## config.mk

```make
export PLATFORM = sky130hd
export DESIGN_NAME = calc_seq_ctrl
export DESIGN_NICKNAME = d
export VERILOG_FILES = /design/src/rtl/calc_seq_ctrl.sv
export SDC_FILE = /design/constraint.sdc
export NUM_CORES = 1
export LEC_CHECK = 0
export BUFFER_PORTS_ARGS = -buffer_cell sky130_fd_sc_hd__buf_2
export CORE_AREA = 3 3 40 42
export CTS_BUF_LIST = sky130_fd_sc_hd__clkbuf_16
export DETAILED_ROUTE_END_ITERATION = 12
export DIE_AREA = 0 0 43 45
export PLACE_DENSITY_LB_ADDON = 0.3
export SLEW_MARGIN = 10
export SYNTH_ARGS = -nofsm -noshare
export SYNTH_HDL_FRONTEND = slang
export SYNTH_SLANG_ARGS = --single-unit
export TNS_END_PERCENT = 1
```

## constraint.sdc

```tcl
create_clock -name clock -period 2.3 [get_ports clock]
set_clock_uncertainty 0.15 [all_clocks]
set_input_delay 0.115 -clock clock [delete_from_list [all_inputs] [get_ports clock]]
set_output_delay 0.115 -clock clock [all_outputs]
set_load 0.1 [all_outputs]
```

## src/rtl/calc_seq_ctrl.sv

```systemverilog
// calc_seq_ctrl: enter-stepped sequencer for the calculator datapath (load A, load B, compute, show).
// Build option CALC_MUL_EN adds the shift-add multiply (op 10); without it op 10 is reserved -> ERR.
module calc_seq_ctrl #(
   parameter int WIDTH = 4
) (
   input  logic       clock,
   input  logic       clear,
   input  logic       enter,
   input  logic [1:0] op,
   input  logic       b_lsb,
   output logic       LdA,
   output logic       LdB,
   output logic       LdR,
   output logic       ClrR,
   output logic       AddSub,
   output logic       ShAB,
   output logic       LdOU,
   output logic       IUAU,
   output logic       busy,
   output logic       done,
   output logic       err,
   output logic [1:0] LED
);

   localparam int CNT_W = (WIDTH > 1) ? $clog2(WIDTH) : 1;

   typedef enum logic [3:0] {
      IDLE,
      CAP_A,
      WAIT_B,
      CAP_B,
      EXEC,
`ifdef CALC_MUL_EN
      MUL_CLR,
      MUL_ADD,
      MUL_SHF,
`endif
      SHOW,
      ERR
   } state_t;

   state_t state, state_nxt;
   logic   sync_p0, sync_p1, prev_p2;
   logic   ent_p;
   logic   in_show_q;
   logic   sub_q;

   // enter front end: two-flop synchroniser, then rising-edge detect
   always_ff @(posedge clock or posedge clear) begin
      if (clear) begin
         sync_p0 <= 1'b0;
         sync_p1 <= 1'b0;
         prev_p2 <= 1'b0;
      end else begin
         sync_p0 <= enter;
         sync_p1 <= sync_p0;
         prev_p2 <= sync_p1;
      end
   end

   assign ent_p = sync_p1 & ~prev_p2;

   always_ff @(posedge clock or posedge clear) begin
      if (clear) begin
         state     <= IDLE;
         in_show_q <= 1'b0;
      end else begin
         state     <= state_nxt;
         in_show_q <= (state == SHOW);
      end
   end

   // operation select is datapath-like and needs no reset; only add/sub polarity is kept
   always_ff @(posedge clock) begin
      if (state == CAP_B)
         sub_q <= op[0];
   end

`ifdef CALC_MUL_EN
   logic [CNT_W-1:0] cnt, cnt_nxt;

   always_ff @(posedge clock or posedge clear) begin
      if (clear)
         cnt <= '0;
      else
         cnt <= cnt_nxt;
   end
`else
   logic unused_b_lsb;
   assign unused_b_lsb = b_lsb;
`endif

   assign done = (state == SHOW) && !in_show_q;

   always_comb begin
      state_nxt = state;
`ifdef CALC_MUL_EN
      cnt_nxt   = cnt;
`endif
      LdA    = 1'b0;
      LdB    = 1'b0;
      LdR    = 1'b0;
      ClrR   = 1'b0;
      AddSub = 1'b0;
      ShAB   = 1'b0;
      LdOU   = 1'b0;
      IUAU   = 1'b0;
      busy   = 1'b0;
      err    = 1'b0;
      LED    = 2'd0;
      unique case (state)
         IDLE: begin
            IUAU = 1'b1;
            if (ent_p)
               state_nxt = CAP_A;
         end
         CAP_A: begin
            LdA       = 1'b1;
            LdOU      = 1'b1;
            state_nxt = WAIT_B;
         end
         WAIT_B: begin
            IUAU = 1'b1;
            LdOU = 1'b1;
            LED  = 2'd1;
            if (ent_p)
               state_nxt = CAP_B;
         end
         CAP_B: begin
            LdB  = 1'b1;
            busy = 1'b1;
            LED  = 2'd1;
            unique case (op)
               2'b00, 2'b01: state_nxt = EXEC;
`ifdef CALC_MUL_EN
               2'b10:        state_nxt = MUL_CLR;
`endif
               default:      state_nxt = ERR;
            endcase
         end
         EXEC: begin
            LdR       = 1'b1;
            AddSub    = sub_q;
            busy      = 1'b1;
            LED       = 2'd2;
            state_nxt = SHOW;
         end
`ifdef CALC_MUL_EN
         MUL_CLR: begin
            ClrR      = 1'b1;
            busy      = 1'b1;
            LED       = 2'd2;
            cnt_nxt   = '0;
            state_nxt = MUL_ADD;
         end
         MUL_ADD: begin
            LdR       = b_lsb;
            busy      = 1'b1;
            LED       = 2'd2;
            state_nxt = MUL_SHF;
         end
         // exit on the last iteration so the counter never wraps
         MUL_SHF: begin
            ShAB = 1'b1;
            busy = 1'b1;
            LED  = 2'd2;
            if (cnt == CNT_W'(WIDTH - 1)) begin
               state_nxt = SHOW;
            end else begin
               cnt_nxt   = cnt + 1'b1;
               state_nxt = MUL_ADD;
            end
         end
`endif
         SHOW: begin
            LdOU = 1'b1;
            LED  = 2'd3;
            if (ent_p)
               state_nxt = IDLE;
         end
         ERR: begin
            err  = 1'b1;
            IUAU = 1'b1;
            LED  = 2'd3;
            if (ent_p)
               state_nxt = IDLE;
         end
         default: state_nxt = IDLE;
      endcase
   end

endmodule
```

* Yosys cells after proc, flatten, opt, wreduce, memory -nomap -nowiden
Index checks and enable logic that the tools add are counted. Widths: inputs -> output; s select.
Word-level totals: bits in registers 9, output and inout bits 13, input bits 6
Cells by class: bitwise gates (word level) 2, reductions and logical operators 11, mux-type cells 14, equal/unequal tests 10
Operators with widths (count):
- $pmux 4 s6 | 1
- $eq 4x3->1 const B | 3
- $mux 4 | 3
- $eq 4x2->1 const B | 2
- $mux 1 | 8
- $reduce_or 2->1 | 4
- $pmux 2 s3 | 1
- $reduce_or 3->1 | 2
- $eq 4x1->1 const B | 1
- $logic_not 4->1 | 1
- $ne 2x2->1 const B | 2
- $reduce_and 3->1 | 1
- $eq 2x1->1 const B | 1
- $logic_not 2->1 | 1
- $mux 2 | 1
- $ne 2x1->1 const B | 1
- $and 1x1->1 | 1
- $logic_and 1x1->1 | 1
- $logic_not 1->1 | 1
- $not 1->1 | 1

* Longest topological paths before layout
Gate-level depths: netlist (run 1).
word-level depth 4, gate-level depth with buffers 4

* Worst setup path after synthesis (run 1)
No wires, ideal clock.
path kind reg2out, from reg state[2], to out busy, path buffers 1, data required time 2035 ps, arrival 2672 ps, stages on the path, launching flop included 4, slack -637 ps, cell sequence dfrtp_1 buf_6 nor2_1 or2_1
On the way: cells in the longest elaborated chain, start to end 3, elaborated cells between the ends (all ways) 4
Ends and longest elaborated chain:
- start, declared | RTL line 42 | state_t state, state_nxt;
- start signal, assigned | RTL line 68 | state <= state_nxt;
- $eq 4x2->1 or $eq 4x3->1 (tied branches) | RTL line 111 | unique case (state)
- $reduce_or 2->1 (no line) (*)
- $mux 1 (*) | RTL line 111
- end, declared | RTL line 19 | output logic busy,
Every way passes the cells marked *; elsewhere a longest branch is shown, timed or not.

* Worst setup path in the final report (run 1)
from reg state[1], to out busy
The elaborated chain is that of the path after synthesis.

==> results.toml, run 1 <==
[clock_tree]
cts_htree_levels = 1
cts.hold.buffers_added = 3
post-cts-setup-buffers = 0
cts-resized-gates = 0
cts_made_buffers = 3
clk_pin_slew_ns = 0.04
root_buffer = "clkbuf_16"
cts_num_sinks = 8
cts_tree = "done"
clkLatencyLatePin_ns = 0.23
clockBufferDepth = 2

[worst_setup_path]
critPathBufInv = 1
path_max_fanout = 11
r2r_cells = 3
start_kind = "flip-flop"
rrSetupSlack_ns = 0.93
cp_data_arrival_time_ns = 1.67
crit_end = "busy"
worstPathCellList = "nand2_1 -> nor2_2 -> or2_1 -> buf_2"
required_ns = 2.04
reg2reg_from = "state[1]$_DFFE_PP0P_"
crit_cells = 4
crit_path_top_delay_cell = "dfrtp_1"
cp_slowest_stage_delay_ns = 0.58
path_delay_family = "flip-flops"
worstSetupStartpoint = "state[1]$_DFFE_PP0P_"
worst_setup_path_end_kind = "output pin"
worst_r2r_endpoint = "state[2]$_DFFE_PP0P_"
path_class = "flip-flop to output pin"

[yosys]
synth_edf_count = 1
synthAdderAreaFrac_pct = 0
ys_top_cells_by_area = "dfrtp_1, buf_6, edfxtp_1"
ys_top_cells_by_count = "dfrtp_1, nor2_1, a21oi_1, buf_6, nand2_1"
yosysUniqueCellTypes = 21
synth_cells = 42
yosysMostFrequentCell = "dfrtp_1"
syn-cell-area_um2 = 417
yosysSeqAreaShare_pct = 49.2
ys_warn_count = 0
synth.ff_latch_count = 8
synthMuxAreaShare_pct = 2.70
post_synth_and_or_nand_nor_area_fraction_pct = 21.0
yosysTopAreaCell = "dfrtp_1"
synth-compound-area-share_pct = 9.61
synth_top_family_by_area = "simple AND/OR/NAND/NOR gates"
ys.flop_type = "dfrtp_1"
syn_avg_cell_area_um2 = 9.92
synth-async-reset-ratio_pct = 87.5
yosysTopAreaCellShare_pct = 42.0
synth_xor_area_share_pct = 2.10

[detailed_routing]
antenna_left = 0
dr.pass1.iters = 4
via_count = 321
wirelength_um = 807
vias_per_cell = 4.28
avgRoutedWirePerCell_um = 10.8
drc_errors = 0
dr.first_iter.drc_count = 8

[timing]
max_freq_mhz = 516
timing.final.crit_period_ns = 1.94
hold_viol = 0
setup-violations-final = 0
fin_setup_tns_ns = 0
drv_slew = 0
timing.final.ws_setup_ns = 0.361
whs_ns = 0.0120
finalCritPeriodShare_pct = 84.3
rsz0062_at_grt = "no"

[grt]
grt_util_all_layers_pct = 9.35
grt_overflow_total = 0
antenna_found_initial = 0
grt_max_degree = 14
grt_pass1_wl_um = 1260
grt_pass1_vias = 274

[placed_design]
dp_hpwl_um = 529
place_congestion = 0.633
pre_cts_ws_ns = 0.616
portBuffers = 15

[min_path]
hold_class = "input port to flip-flop"

[die]
io_pins = 19
fp-row-count = 13
initial_core_util_pct = 32.4
die_h_um = 45
die_width_um = 43
die_area_um2 = 1940
core-area_um2 = 1280

[layout]
drive_gt1_share_pct = 41.7
fin_nets = 67
n_fill_cell = 133
area_growth_pct = 39.6
antenna_cells = 0
final_core_util_pct = 45.3

[run_status]
run_status = "complete, no violations"

[flow_run]
cap_violations = 0
cells by family after synthesis:
logic type      count (synthesis)
xor+xnor                        1
buf+inv                         8
simple gates                   17
flops                           8
mux                             1
compound gates                  6
other cells                     1
final cells by class:
cell class	instances	area, µm²	share of cell area (%)
sequential	8	205	35.3
multi-input combinational	27	163	28.0
timing repair buffer	18	105	18.1
clock buffer	3	75.1	12.9
tap	15	18.8	3.23
inverter	3	11.3	1.94
clock inverter	1	3.75	0.645
cells in the final DEF (no fill, tap or decap), drive strengths merged:
cell type | synthesis | routed
inv | 3 | 4
buf | 5 | 15
nand2 | 3 | 3
and3 | 2 | 2
conb | 1 | 2
edfxtp | 1 | 1
xnor2 | 1 | 1
a211oi | 1 | 1
nor2b | 1 | 1
dfrtp | 7 | 7
nor2 | 6 | 6
or3 | 1 | 1
o21ai | 1 | 1
dlygate4sd3 | 0 | 3
nor3 | 3 | 3
or2 | 1 | 1
clkbuf | 0 | 3
o21a | 1 | 1
mux2 | 1 | 1
a21oi | 3 | 3
tightest hold or removal path: stages:
cell	delay, ns
buf_2	0.09
nor2_1	0.09
nor3_1	0.05
how the worst min path moves through the flow:
stage,start,to,cells past startpoint
4_1_cts,op[1],state[1]$_DFFE_PP0P_,3
5_1_grt,op[1],state[1]$_DFFE_PP0P_,3
3_5_place_dp,clear,state[2]$_DFFE_PP0P_,2
6_report,op[1],state[1]$_DFFE_PP0P_,3
2_1_floorplan,clear,in_show_q$_DFF_PP0_,1
3_3_place_gp,clear,state[1]$_DFFE_PP0P_,2
state kept, by name (all words and copies together) (netlist names):
register / flops
state: 3
in_show_q: 1
prev_p2: 1
sub_q: 1
sync_p0: 1
sync_p1: 1
layer usage:
metal | global-route usage [%] | share of wire (%) | up-vias
li1 | - | - | 167
met1 | 12.5 | 47 | 140
met2 | 12.0 | 45 | 12
met3 | 3.59 | 7.3 | 2
met4 | 7.23 | 0.99 | 0
met5 | 0 | 0 | -
through the flow:
step	std cells	cell area (µm²)
2_1_floorplan	43	428
3_3_place_gp	68	473
3_5_place_dp	68	473
4_1_cts	75	582
5_1_grt	75	582
6_report	75	582
Power of run 1 is not shown: default switching activity piles up to over one toggle a cycle in this logic, so the estimate is an artifact.
==> run 2, diff against run 1 <==
--- a/config.mk
+++ b/config.mk
@@ -5,6 +5,7 @@
 export SDC_FILE = /design/constraint.sdc
 export NUM_CORES = 1
 export LEC_CHECK = 0
+export ABC_AREA = 1
 export BUFFER_PORTS_ARGS = -buffer_cell sky130_fd_sc_hd__buf_2
 export CORE_AREA = 3 3 40 42
 export CTS_BUF_LIST = sky130_fd_sc_hd__clkbuf_16
==> constraint.sdc (replaced) <==
create_clock -name clock -period 1.6 [get_ports clock]
set_clock_uncertainty 0.15 [all_clocks]
set_input_delay 0.08 -clock clock [delete_from_list [all_inputs] [get_ports clock]]
set_output_delay 0.08 -clock clock [all_outputs]
set_load 0.1 [all_outputs]
==> run 2 against run 1 <==
Via count is 17% higher. Setup slack lost 0.29 ns. Final cell count up 19%. Hold slack improved by 0.073 ns. Cell area is 33% higher. Register-to-register slack got worse by 0.62 ns. First-iteration DRC count decreased by 50%. Routed wire length up 4.8%. Synthesized area shrank 1.8%. Global-route usage up 0.15 points.
==> results.toml, run 2 <==
[run_status]
run_status = "complete, no violations"

[timing]
timing.final.crit_period_ns = 1.53
max_freq_mhz = 652
setup-violations-final = 0
fin_setup_tns_ns = 0
finalCritPeriodShare_pct = 95.8
hold_viol = 0
timing.final.ws_setup_ns = 0.0668
rsz0062_at_grt = "no"
drv_slew = 0

[yosys]
syn-cell-area_um2 = 409
ys.flop_type = "dfrtp_1"
ys_warn_count = 0
synth-async-reset-ratio_pct = 87.5
syn_avg_cell_area_um2 = 7.72
yosysUniqueCellTypes = 14
ys_top_cells_by_count = "nand2_1, dfrtp_1, inv_1, nor2_1"
synth.ff_latch_count = 8
yosysMostFrequentCell = "nand2_1"
ys_top_cells_by_area = "dfrtp_1, nand2_1, edfxtp_1"
yosysSeqAreaShare_pct = 50.2
yosysTopAreaCellShare_pct = 42.8
synth_edf_count = 1
synth_cells = 53
yosysTopAreaCell = "dfrtp_1"

[clock_tree]
cts_made_buffers = 3
clk_pin_slew_ns = 0.04
cts_htree_levels = 1
clkLatencyLatePin_ns = 0.23
clockBufferDepth = 2
root_buffer = "clkbuf_16"
cts_num_sinks = 8
post-cts-setup-buffers = 0
cts_tree = "done"

[layout]
fin_cells = 89
fin_nets = 81
final_common_cell = "nand2_1"
antenna_cells = 0
drive_gt1_share_pct = 43.2
regMostFlops = "state"
largest_reg_flops = 3
final_cell_mix = "nand2_1, buf_12, inv_1, dfrtp_1"
area_growth_pct = 88.7

[detailed_routing]
wirelength_um = 846
dr.first_iter.drc_count = 4
antenna_left = 0
dr.pass1.iters = 2
via_count = 375
avgRoutedWirePerCell_um = 9.51
drc_errors = 0
vias_per_cell = 4.21

[worst_setup_path]
critPathBufInv = 2
start_kind = "flip-flop"
worst_setup_path_end_kind = "output pin"
rrSetupSlack_ns = 0.31
path_class = "flip-flop to output pin"
worstPathCellList = "inv_2 -> nand2_2 -> nor3b_4 -> buf_12"
cp_slowest_stage_delay_ns = 0.43
crit_path_top_delay_cell = "dfrtp_2"
path_max_fanout = 6
required_ns = 1.37
path_delay_family = "flip-flops"
cp_data_arrival_time_ns = 1.30

[grt]
grt_pass1_wl_um = 1280
grt_max_degree = 8
grt_overflow_total = 0
antenna_found_initial = 0
grt_util_all_layers_pct = 9.50
grt_pass1_vias = 326

[placed_design]
pre_cts_ws_ns = 0.231
dp_hpwl_um = 656
place_congestion = 0.740
portBuffers = 15
dp_cells = 82

[flow_run]
cap_violations = 0

[die]
io_pins = 19
die_h_um = 45
core-area_um2 = 1280
initial_core_util_pct = 31.8
die_area_um2 = 1940
fp-row-count = 13
die_width_um = 43

[min_path]
hold_class = "input port to flip-flop"
[run 2: cell count changes in the layout (fill, tap and decap cells not counted), moves of 3 or more]
cell     previous run  this run
buf_12              0        10
inv_2               1         5
nand3_1             0         4
buf_2              15         5
a21oi_1             3         0
nand2_1             3        15
inv_1               3         6
[run 2: tightest hold or removal path, cell delays in order]
cell and delay [ns]:
buf_2 0.09, o21ai_2 0.05, nor2_1 0.08, nand2_1 0.06, nand2_1 0.06
[run 2: layout make-up]
cell class / instances / area [µm²]
Fill cell: 111 / 513
Timing Repair Buffer: 18 / 255
Sequential cell: 8 / 206
Multi-Input combinational cell: 34 / 175
Clock buffer: 3 / 75.1
Inverter: 10 / 37.5
Tap cell: 15 / 18.8
Clock inverter: 1 / 3.75
[run 2: cells by family (layout without fill, tap and decap cells)]
logic type             count (synthesis)  after routing  synth area share (%)
other                                  1              2                 0.917
AOI/OAI and AO/OA                      3              3                  5.50
DFF                                    8              8                  50.2
and+or+nand+nor                       29             29                  30.6
buffers and inverters                 12             32                  12.8
[run 2: worst paths after layout]
check | start | end | depth (start not counted)
setup / recovery | state[0]$_DFFE_PP0P_ | AddSub | 4
hold / removal | op[1] | state[1]$_DFFE_PP0P_ | 5
setup reg to reg | state[2]$_DFFE_PP0P_ | sub_q$_DFFE_PP_ | 3
hold reg to reg | sync_p0$_DFF_PP0_ | sync_p1$_DFF_PP0_ | 0
max in group asynchronous | clear | state[0]$_DFFE_PP0P_ | 3
min in group asynchronous | clear | sync_p0$_DFF_PP0_ | 3
[run 2: through the flow]
stage | hold WS (ns) | utilization (%) | cell area, µm²
after floorplan | -0.267 | - | 424
after global routing | 0.128 | 60.1 | 772
final | 0.0852 | 60.1 | 772
after global placement | -0.139 | 50.8 | 653
after CTS | 0.0887 | 60.0 | 771
after detailed placement | -0.136 | 50.8 | 653
[run 2: repair_timing]
item                                   CTS  global route
resized for setup                        3             1
setup endpoints to repair                2             2
hold buffers                             3             0
endpoints found under the hold margin    9             0
[run 2: per-layer routing]
| layer | part of all wire, % | GRT usage [%] |
|---|---|---|
| met1 | 45 | 10.9 |
| met2 | 41 | 13.2 |
| met3 | 9.6 | 2.79 |
| met4 | 3.7 | 10.8 |
| met5 | 0 | 0 |
Power of run 2 is left out for the same reason.
==> run 3, diff against run 2 <==
--- a/config.mk
+++ b/config.mk
@@ -7,10 +7,10 @@
 export LEC_CHECK = 0
 export ABC_AREA = 1
 export BUFFER_PORTS_ARGS = -buffer_cell sky130_fd_sc_hd__buf_2
-export CORE_AREA = 3 3 40 42
+export CORE_AREA = 2 2 39 41
 export CTS_BUF_LIST = sky130_fd_sc_hd__clkbuf_16
 export DETAILED_ROUTE_END_ITERATION = 12
-export DIE_AREA = 0 0 43 45
+export DIE_AREA = 0 0 41 43
 export PLACE_DENSITY_LB_ADDON = 0.3
 export SLEW_MARGIN = 10
 export SYNTH_ARGS = -nofsm -noshare
==> constraint.sdc (replaced) <==
create_clock -name clock -period 1.3 [get_ports clock]
set_clock_uncertainty 0.15 [all_clocks]
set_input_delay 0.065 -clock clock [delete_from_list [all_inputs] [get_ports clock]]
set_output_delay 0.065 -clock clock [all_outputs]
set_load 0.1 [all_outputs]
==> run 3 against run 2 <==
Routed wire length up 25%. Non-clock buffer count up 5. Sequential share of layout area down 2.9 points. The flow now finishes with violations (negative setup slack). Final cell count up 6.7%. Utilization up 2.6 points. Via count up 13%. Cell area up 12%. Hold slack worse by 0.070 ns. Sequential cell count unchanged. Critical path depth up 1.
==> results.toml, run 3 (same netlist as run 2, synthesis figures left out) <==
[die]
core-area_um2 = 1380
io_pins = 19
initial_core_util_pct = 29.6
fp-row-count = 14
die_h_um = 43
die_width_um = 41
die_area_um2 = 1760

[layout]
regMostFlops = "state"
largest_reg_flops = 3
final_common_cell = "nand2_1"
antenna_cells = 0
final_cell_mix = "nand2_1, buf_12, dfrtp_1"
drive_gt1_share_pct = 54.4
final_core_util_pct = 62.7
area_growth_pct = 112
fin_nets = 86

[flow_run]
cap_violations = 0

[placed_design]
place_congestion = 0.770
dp_hpwl_um = 757
portBuffers = 15

[worst_setup_path]
required_ns = 1.09
worstSetupStartpoint = "state[1]$_DFFE_PP0P_"
worst_r2r_endpoint = "sub_q$_DFFE_PP_"
path_class = "flip-flop to output pin"
reg2reg_from = "state[2]$_DFFE_PP0P_"
worstPathCellList = "inv_2 -> nor2_1 -> nand2_1 -> nand4_1 -> buf_12"
crit_path_top_delay_cell = "dfrtp_1"
rrSetupSlack_ns = 0.05
cp_data_arrival_time_ns = 1.30
crit_end = "LED[0]"
start_kind = "flip-flop"
path_max_fanout = 4
worst_setup_path_end_kind = "output pin"
r2r_cells = 3
cp_slowest_stage_delay_ns = 0.39

[timing]
drv_slew = 0
rsz0062_at_grt = "yes"
finalCritPeriodShare_pct = 117
hold_viol = 0
whs_ns = 0.0152
max_freq_mhz = 658
fin_setup_tns_ns = -1.59
timing.final.crit_period_ns = 1.52
timing.final.ws_setup_ns = -0.220
setup-violations-final = 11

[clock_tree]
clkLatencyLatePin_ns = 0.24
cts_htree_levels = 1
cts_tree = "done"
cts_made_buffers = 3
cts_num_sinks = 8
clk_pin_slew_ns = 0.04
clockBufferDepth = 2
root_buffer = "clkbuf_16"

[grt]
grt_max_degree = 8
grt_pass1_wl_um = 1910
grt_util_all_layers_pct = 17.0
antenna_found_initial = 0
grt_pass1_vias = 445
grt_overflow_total = 0

[detailed_routing]
dr.pass1.iters = 3
avgRoutedWirePerCell_um = 11.1
dr.first_iter.drc_count = 1
drc_errors = 0
vias_per_cell = 4.45
wirelength_um = 1060
via_count = 423
antenna_left = 0

[run_status]
violations = "negative setup slack"
run_status = "finished, violations left"

[min_path]
hold_class = "input port to flip-flop"
[run 3: area by class of cell]
cell class / instances / area, µm²
timing repair buffer: 23 / 308
clock inverter: 1 / 3.75
clock buffer: 3 / 75.1
tap: 16 / 20.0
fill: 116 / 517
multi-input combinational: 34 / 210
sequential: 8 / 206
inverter: 10 / 43.8
[run 3: worst max-delay path: cells and delay by family (launching register included)]
kind	cells	cell delay [ns]
buf+inv	2	0.27
flops	1	0.39
simple gates	3	0.40
[run 3: worst min path at each step]
stage               startpoint  cells after the start                    to  slack (ns)
floorplan                clear                      1   in_show_q$_DFF_PP0_       -0.28
global placement         clear                      2     sync_p0$_DFF_PP0_       -0.15
detailed placement       clear                      2     sync_p1$_DFF_PP0_       -0.15
CTS                      op[1]                      5  state[1]$_DFFE_PP0P_        0.02
global route             op[1]                      5  state[1]$_DFFE_PP0P_        0.06
finish                   op[1]                      5  state[1]$_DFFE_PP0P_        0.02
[run 3: routing by layer]
metal,global-route usage (%),vias up,part of all wire [%],routed length (µm)
li1,-,212,-,-
met1,18.1,196,39,407
met2,27.8,12,55,584
met3,6.28,3,4.5,47
met4,8.00,0,1.6,17
met5,0,-,0,0
[run 3: through the flow]
stage | worst slack (ns) | instance area (µm²) | cells
2_1_floorplan | -0.471 | 465 | 54
3_3_place_gp | -0.000534 | 726 | 85
3_5_place_dp | -0.0204 | 726 | 85
4_1_cts | -0.204 | 867 | 95
5_1_grt | -0.251 | 867 | 95
6_report | -0.220 | 867 | 95
[run 3: repair_timing]
action                                  CTS  global route
pin swaps                                 2             2
buffers inserted                          3             0
resized for setup                         4             0
cloned                                    0             0
endpoints found under the setup margin   11            13
hold buffers                              3             0
endpoints found under the hold margin     9             0
Power of run 3 is left out for the same reason.
